### config.mk
export PLATFORM = sky130hd
export DESIGN_NAME = vecmac_acc_stream
export DESIGN_NICKNAME = d
export VERILOG_FILES = /design/src/rtl/vecmac_acc_stream.sv
export SDC_FILE = /design/constraint.sdc
export NUM_CORES = 2
export LEC_CHECK = 0
export CORE_ASPECT_RATIO = 0.75
export CORE_MARGIN = 2
export CORE_UTILIZATION = 40
export DETAILED_ROUTE_END_ITERATION = 8
export SYNTH_ARGS = -nofsm -noshare
export SYNTH_HDL_FRONTEND = slang
export SYNTH_SLANG_ARGS = --single-unit
### constraint.sdc
create_clock -name clk -period 7.65 [get_ports clk]
set_clock_uncertainty 0.05 [all_clocks]
set_input_delay 1.1475 -clock clk [delete_from_list [all_inputs] [get_ports clk]]
set_output_delay 1.1475 -clock clk [all_outputs]
set_load 0.05 [all_outputs]
### src/rtl/vecmac_acc_stream.sv
// vecmac_acc_stream: LANES-wide int8 dot product per beat, accumulated over
// a vector (terminated by in_last), results drained through a FWFT FIFO.
//
// Ports:
//   clk, rst                 clock, synchronous active-high reset
//   in_valid/in_ready        beat handshake; in_ready is credit based
//   in_a, in_b               LANES packed int8 operands, lane k = [8k+:8]
//   in_signed                lane mode, taken from the first beat of a vector
//   in_last                  final beat of a vector
//   out_valid/out_ready      result handshake at the FIFO head
//   out_data, out_ovf        accumulated result and sticky overflow flag
//
// Pipeline: stage 0 lane products, stage 1 half-sums, stage 2 beat sum,
// stage 3 accumulator, then FIFO push. vld_pipe/last_pipe track each stage.

module vecmac_lane (
  input  logic [7:0]         a,
  input  logic [7:0]         b,
  input  logic               sgn,
  output logic signed [16:0] p
);
  logic signed [8:0]  ax, bx;
  logic signed [17:0] full;
  assign ax   = {sgn & a[7], a};
  assign bx   = {sgn & b[7], b};
  assign full = ax * bx;
  // Signed range [-16256,16384] and unsigned max 65025 both fit 17 bits.
  assign p    = full[16:0];
endmodule

module vecmac_acc_stream #(
  parameter int LANES     = 8,
  parameter int ACC_W     = 32,
  parameter int OUT_DEPTH = 4
) (
  input  logic                 clk,
  input  logic                 rst,
  input  logic                 in_valid,
  output logic                 in_ready,
  input  logic [8*LANES-1:0]   in_a,
  input  logic [8*LANES-1:0]   in_b,
  input  logic                 in_signed,
  input  logic                 in_last,
  output logic                 out_valid,
  input  logic                 out_ready,
  output logic [ACC_W-1:0]     out_data,
  output logic                 out_ovf
);
  localparam int SW     = 17 + $clog2(LANES);
  localparam int HALF   = LANES / 2;
  localparam int STAGES = 3;
  localparam int PW     = $clog2(OUT_DEPTH);
  localparam int CW     = PW + 1;

  // ---------------- input side: vector tracking ----------------
  logic accept, vec_mid, vec_mode, beat_mode;
  assign accept    = in_valid & in_ready;
  // Mode comes from in_signed only on the first beat of a vector.
  assign beat_mode = vec_mid ? vec_mode : in_signed;

  always_ff @(posedge clk) begin
    if (rst) begin
      vec_mid  <= 1'b0;
      vec_mode <= 1'b0;
    end else if (accept) begin
      vec_mid <= !in_last;
      if (!vec_mid) vec_mode <= in_signed;
    end
  end

  // ---------------- control shift registers ----------------
  logic [STAGES:0]   vld_pipe, last_pipe;
  logic [STAGES-1:0] first_pipe, mode_pipe;

  always_ff @(posedge clk) begin
    if (rst) begin
      vld_pipe   <= '0;
      last_pipe  <= '0;
      first_pipe <= '0;
      mode_pipe  <= '0;
    end else begin
      vld_pipe   <= {vld_pipe[STAGES-1:0], accept};
      last_pipe  <= {last_pipe[STAGES-1:0], accept & in_last};
      first_pipe <= {first_pipe[STAGES-2:0], !vec_mid};
      mode_pipe  <= {mode_pipe[STAGES-2:0], beat_mode};
    end
  end

  // ---------------- stage 0: lane products ----------------
  logic [LANES-1:0][16:0] prod, prod_q;

  for (genvar k = 0; k < LANES; k++) begin : g_lane
    vecmac_lane u_lane (
      .a   (in_a[8*k+:8]),
      .b   (in_b[8*k+:8]),
      .sgn (beat_mode),
      .p   (prod[k])
    );
  end

  always_ff @(posedge clk) prod_q <= prod;

  // ---------------- stage 1: two half-sums ----------------
  logic [SW-1:0] h_lo, h_hi, h_lo_q, h_hi_q;

  always_comb begin
    h_lo = '0;
    h_hi = '0;
    for (int k = 0; k < HALF; k++) begin
      h_lo = h_lo + SW'($signed(prod_q[k]));
      h_hi = h_hi + SW'($signed(prod_q[k+HALF]));
    end
  end

  always_ff @(posedge clk) begin
    h_lo_q <= h_lo;
    h_hi_q <= h_hi;
  end

  // ---------------- stage 2: beat sum ----------------
  logic [SW-1:0] beat_q;
  always_ff @(posedge clk) beat_q <= h_lo_q + h_hi_q;

  // ---------------- stage 3: accumulator ----------------
  logic [ACC_W-1:0] acc, ext;
  logic [ACC_W:0]   sum_x;
  logic             acc_ovf, step_ovf;

  // One extra bit exposes carry-out (unsigned) or sign disagreement (signed).
  always_comb begin
    ext = mode_pipe[2] ? ACC_W'($signed(beat_q)) : ACC_W'(beat_q);
    if (mode_pipe[2]) begin
      sum_x    = {acc[ACC_W-1], acc} + {ext[ACC_W-1], ext};
      step_ovf = sum_x[ACC_W] ^ sum_x[ACC_W-1];
    end else begin
      sum_x    = {1'b0, acc} + {1'b0, ext};
      step_ovf = sum_x[ACC_W];
    end
  end

  always_ff @(posedge clk) begin
    if (rst) begin
      acc     <= '0;
      acc_ovf <= 1'b0;
    end else if (vld_pipe[2]) begin
      if (first_pipe[2]) begin
        acc     <= ext;
        acc_ovf <= 1'b0;
      end else begin
        acc     <= sum_x[ACC_W-1:0];
        acc_ovf <= acc_ovf | step_ovf;
      end
    end
  end

  // ---------------- output FIFO ----------------
  logic [ACC_W-1:0] mem_data [OUT_DEPTH];
  logic             mem_ovf  [OUT_DEPTH];
  logic [PW-1:0]    wr_ptr, rd_ptr;
  logic [CW-1:0]    count;
  logic [2:0]       inflight;
  logic             push, pop;

  assign push      = last_pipe[STAGES];
  assign out_valid = (count != '0);
  assign pop       = out_valid & out_ready;
  assign out_data  = out_valid ? mem_data[rd_ptr] : '0;
  assign out_ovf   = out_valid & mem_ovf[rd_ptr];

  // Results already promised: every in_last still in flight reserves a slot.
  always_comb begin
    inflight = '0;
    for (int i = 0; i <= STAGES; i++) inflight = inflight + 3'(last_pipe[i]);
  end
  assign in_ready = (int'(count) + int'(inflight)) < OUT_DEPTH;

  always_ff @(posedge clk) begin
    if (push) begin
      mem_data[wr_ptr] <= acc;
      mem_ovf[wr_ptr]  <= acc_ovf;
    end
  end

  always_ff @(posedge clk) begin
    if (rst) begin
      wr_ptr <= '0;
      rd_ptr <= '0;
      count  <= '0;
    end else begin
      if (push) wr_ptr <= wr_ptr + 1'b1;
      if (pop)  rd_ptr <= rd_ptr + 1'b1;
      count <= count + CW'(push) - CW'(pop);
    end
  end
endmodule

# ---- Word level (Yosys, flattened, before mapping)
# Memory sizes are Yosys's and may differ from the RTL's. A register that Yosys moved wholly into a read port is not among the register bits.
# Cells that the tools add are included.
dict set report classes {
  n_mux 13
  reduce_logical 3
  bitwise_logic 22
  n_lt_le_gt_ge 1
  addsub 17
  multipliers 8
}
# operator n
set ops {}
lappend ops {{$mul A9 B9 Y17} 8}
lappend ops {{$mux W32} 4}
lappend ops {{$add A32 B32 Y33} 2}
lappend ops {{$add A19 B17 Y20} 2}
lappend ops {{$add A18 B17 Y19} 2}
lappend ops {{$add A17 B17 Y18} 2}
lappend ops {{$add A20 B20 Y20} 1}
lappend ops {{$and A1 B1 Y1} 20}
lappend ops {{$mux W2} 4}
lappend ops {{$add A3 B1 Y3} 2}
lappend ops {{$mux W1} 5}
lappend ops {{$add A2 B1 Y2 const B} 2}
lappend ops {{$add A3 B3 Y4} 1}
lappend ops {{$lt A4 B3 Y1 const B} 1}
lappend ops {{$add A2 B1 Y3} 1}
lappend ops {{$reduce_bool A3 Y1} 1}
lappend ops {{$sub A3 B1 Y3} 1}
lappend ops {{$add A1 B1 Y2} 1}
lappend ops {{$logic_not A1 Y1} 2}
lappend ops {{$or A1 B1 Y1} 1}
lappend ops {{$xor A1 B1 Y1} 1}
dict set report word_totals {
  word_cells 88
  ramBits 132
  ff_bits 251
  memories 2
}
# memory words width rd rd_clocked_by_memory_dff wr line
set mem_list {}
lappend mem_list {mem_data 4 32 1 1 1 157} ;# logic [ACC_W-1:0] mem_data [OUT_DEPTH];
lappend mem_list {mem_ovf 4 1 1 1 1 158} ;# logic mem_ovf [OUT_DEPTH];

# ---- Logic depth before layout (Yosys ltp)
dict set report logic_depth {
  depth_word 7
  mapped_depth 23
  mapped_depth_nobuf 22
}

# ---- By module
# Synthesis repeated with hierarchy kept, for this count alone.
dict set report unflattened {
  hier_cells 4067
  area_unflattened_um2 40333.7
}
# mod instances cells_per_inst area_each_um2 seq_area_each_um2
set by_module_without_submodules {}
lappend by_module_without_submodules {vecmac_acc_stream 1 1447 17167.7 9028.7}
lappend by_module_without_submodules {{vecmac_lane at g_lane[1].u_lane ...} 3 326 2889.0 0.0}
lappend by_module_without_submodules {{vecmac_lane at g_lane[5].u_lane ...} 2 323 2865.2 0.0}
lappend by_module_without_submodules {{vecmac_lane at g_lane[0].u_lane} 1 333 2929.1 0.0}
lappend by_module_without_submodules {{vecmac_lane at g_lane[7].u_lane} 1 330 2922.8 0.0}
lappend by_module_without_submodules {{vecmac_lane at g_lane[4].u_lane} 1 333 2916.5 0.0}

# ---- Worst setup path before layout
# No wires, ideal clock.
dict set report synth_timing {
  kind {input-to-reg}
  from {input in_signed}
  to {register prod_q[33] in the netlist's numbering}
  setup_slack_ns 1.423
  stages 22
  arrival_ns 6.059
  t_required_ns 7.482
  path_cell_list {mux2_2 -> clkbuf_1 -> nand2_1 -> or2_2 -> fa_1 -> fa_1 -> inv_1 -> fa_1 -> fa_1 -> inv_1 -> fa_1 -> inv_1 -> ha_1 -> inv_1 -> o21bai_1 -> a21oi_1 -> nor2b_1 -> o21a_1 -> nor3_1 -> nor2_1 -> o41a_1 -> xnor2_1}
}
dict set report synth_via {
  elab_chain_cells 3
}
# item line
set synth_lines {}
lappend synth_lines {{start: declaration} 42} ;# input logic in_signed,
lappend synth_lines {{$mux W1 *} -}
lappend synth_lines {{$and A1 B1 Y1, on equally long branches} {24, 25}}
lappend synth_lines {{$mul A9 B9 Y17 *} 26} ;# assign full = ax * bx;
lappend synth_lines {{via g_lane[1].u_lane.full[16]} 23} ;# logic signed [17:0] full;
lappend synth_lines {{end signal: assignment} 101} ;# always_ff @(posedge clk) prod_q <= prod;
lappend synth_lines {{end: declaration} 90} ;# logic [LANES-1:0][16:0] prod, prod_q;
# The timed path passes the listed nets; every way through them passes the cells marked *.
# A chain may end at the register's enable or synchronous reset.

# ---- Worst setup path in the final report
dict set report layout_timing {
  from {input in_signed}
  to {register prod_q[15] in the netlist's numbering}
}
dict set report layout_via {
  elab_chain_cells 3
}
# item line
set layout_lines {}
lappend layout_lines {{$mux W1 *} -}
lappend layout_lines {{$and A1 B1 Y1, on equally long branches} {24, 25}}
lappend layout_lines {{$mul A9 B9 Y17 *} 26}
lappend layout_lines {{via g_lane[0].u_lane.full[15]} 23}
# Marked as above.

==> results.txt <==
Setup-failing EPs final - 0
Sw Share - 45.7%
post-synthesis mux area share - 2.09%
RSZ-0062 raised after global routing - no
DRT Wirelength - 83,100 µm
final hold violations - 0
Synth Area in Adders - 43.4%
ys async rst share - 0%
post-DR wirelength/cell - 15.7 µm
share of layout cells above drive strength 1 - 3.65%
# DRC - 0
Post-synth EDFFs - 132
non-filler cells in the finished layout - 5,286
Mean Syn Cell Area - 10.2 µm²
Final nets - 5,064
Tot GR Track Use - 17.4%
Fmax - 151 MHz
Yosys reg bits - 385
Crit Path Category - input port to flip-flop
Netlist cell types - 62
area delta synth->final - 11.2%
core box area - 97,000 µm²
grt total ovfl - 0
clock period minus final worst setup slack - 6.62 ns
internal power - 10,300 µW
critical path startpoint category - input port
Slew @ Worst Pin - 1.08 ns
diode count - 0
Clock Sinks - 385
Die Area - 100,000 µm²
Worst Path Arrival - 7.03 ns
setup_tns - 0 ns
Pre-antenna DRT Iters - 7
simple-gate area share of the yosys netlist - 12.7%
DP HPWL - 68,700 µm
CTS tree - built
number of global-route vias before repair - 26,200
CTS root buffer - clkbuf_16
NetSw - 8640 µW
worst skew pair latency - 0.54 ns
CP cell instances - clkdlybuf4s50_1, mux2_2, buf_4, nand2_1, or2_2, fa_1, fa_1, inv_1, fa_1, fa_1, inv_1, fa_1, inv_1, ha_1, a21oi_1, o21bai_1, a21oi_1, nor2b_1, o21a_1, o21ai_0, nand2b_1, a21oi_1, xnor2_1
CP max stage delay - 0.52 ns
Hold-fix buffers, CTS - 0
Slew HR - 27.8%
number of port buffers - 168
fin. max-slew vios - 0
post-CTS setup buffers - 0
register area share after synthesis - 23.1%
largest family of logic cells by synthesized area - adder cells
gpl congestion - 0.850
Sequential Power Share - 17.8%
# placed instances - 5,214
Synth area leaders - fa_1 31%, dfxtp_1 13%, ha_1 12%, edfxtp_1 10%, inv_1 6.8%
worst-path fanout max - 14
critical path data required time - 8.06 ns
Post-DP Area - 42,100 µm²
Vias per Instance - 4.74
first-pass GRT wire length - 140,000 µm
Synth Net Count - 4,942
Max-Cap Viols - 0
Die W - 365 µm
most numerous cell in the Yosys netlist - inv_1
initial core utilization - 40.3%
Post-synth top flop - dfxtp_1
Compound-Gate Fraction of Synth Area - 5.79%
Peak VDD IR - 0.000481 V
remaining antenna violation count - 0
Tot Pwr - 18,900 µW
FP Rows - 99
post-cts gate resize count - 0
clock share of power - 10.2%
Critical Path Most Common Cell - fa_1
CTS H-Tree Depth - 2
leakage - 0.0203 µW
clk slew on worst S/H paths - 0.06 ns
Hold/Removal Path Class - flip-flop to flip-flop
hold_ws - 0.384 ns
initial antenna violation count - 3
share of the synthesized area in the top cell type - 31.3%
mapped cell area - 39,000 µm²
largest net degree at the start of global routing - 52
synthesized instance count - 3,821
DRT iter0 DRCs - 1,331
total CTS buffers - 40
YS warnings - 0
status - completed
cell accounting for the most synthesized area - fa_1
DIE HEIGHT - 275 µm
combinational fraction of design power - 71.9%
crit path max-delay cell type - clkdlybuf4s50_1
DR vias - 25,100
XOR/XNOR Fraction of Synth Area - 5.05%
clk buf depth - 3
Finished Cell Area - 43,400 µm²
Critical Path Sink Type - flip-flop
Ports - 169
Final Cycle Share - 86.6%
synth cell count leaders - 712 x inv_1, 610 x fa_1, 377 x ha_1
power per cell area - 436 nW/µm²
==> stage by stage <==
stage                     setup WS, ns  utilization [%]
after floorplan                   1.42                -
after global placement           0.591             43.4
after detailed placement         0.467             43.4
after CTS                         1.01             44.8
after global routing             0.639             44.8
final                             1.03             44.8
==> cells by family (layout without fill, tap and decap cells) <==
group,Yosys count,in the layout
compound gates,347,347
xor+xnor,225,225
fa+ha+maj,987,987
buf+inv,821,973
flops,385,385
mux,40,40
simple gates,1016,1016
==> layout make-up <==
class | count | area, µm²
fill | 9217 | 53600
tap | 1313 | 1640
multi-input combinational | 2615 | 26900
sequential | 385 | 9030
inverter | 713 | 2680
timing repair buffer | 188 | 1830
clock buffer | 43 | 1010
clock inverter | 29 | 290
==> layer usage <==
layer | track usage (%) | part of all wire (%) | routed length, µm | vias up
li1 | - | - | - | 12200
met1 | 27.2 | 51 | 42800 | 12400
met2 | 25.7 | 42 | 35100 | 442
met3 | 3.01 | 5.3 | 4370 | 69
met4 | 2.10 | 0.93 | 775 | 6
met5 | 0 | 0.042 | 35 | -
==> path summary, 6_finish.rpt <==
check             endpoint  cells after the start  slack (ns)     startpoint
max             prod_q[15]                     23        1.03      in_signed
min          first_pipe[2]                      1        0.38  first_pipe[1]
max reg2reg     prod_q[15]                     22        1.68        vec_mid
min reg2reg  first_pipe[2]                      1        0.38  first_pipe[1]
==> power groups by stage <==
stage                     combinational (µW)  sequential (µW)  clock, µW
after floorplan                        10800             3160          0
after global placement                 13700             3410          0
after detailed placement               13700             3410          0
after CTS                              13900             3370       1990
after global routing                   15700             3420       2080
final                                  13600             3370       1940
==> worst max-delay path, delay by kind of cell <==
kind | cells | cell delay (ns)
XOR/XNOR | 1 | 0.14
multiplexers | 1 | 0.20
AND/OR/NAND/NOR | 4 | 0.81
buffers and inverters | 5 | 0.96
AO/OA/AOI/OAI | 6 | 1.04
adder cells (fa/ha/maj) | 6 | 2.70
==> cell usage in the layout, fill, tap and decap left out, types with 40 or more instances in the layout <==
cell type and count:
a21o_1 43, clkdlybuf4s50_1 167, nand2_1 356, xnor2_1 186, fa_1 610, dfxtp_1 251, edfxtp_1 132, a21oi_1 110
clkbuf_16 40, o21ai_0 59, and2_1 333, ha_1 377, nor2_1 187, inv_1 712
==> sequential cells by signal (all words and copies together), names as in the netlist, 4 cells and up, named ones only <==
name / count
last_pipe: 4
mem_data: 128
h_lo_q: 20
mem_ovf: 4
h_hi_q: 20
acc: 32
prod_q: 136
beat_q: 20
Note: power is estimated with default switching activity, not from simulation.
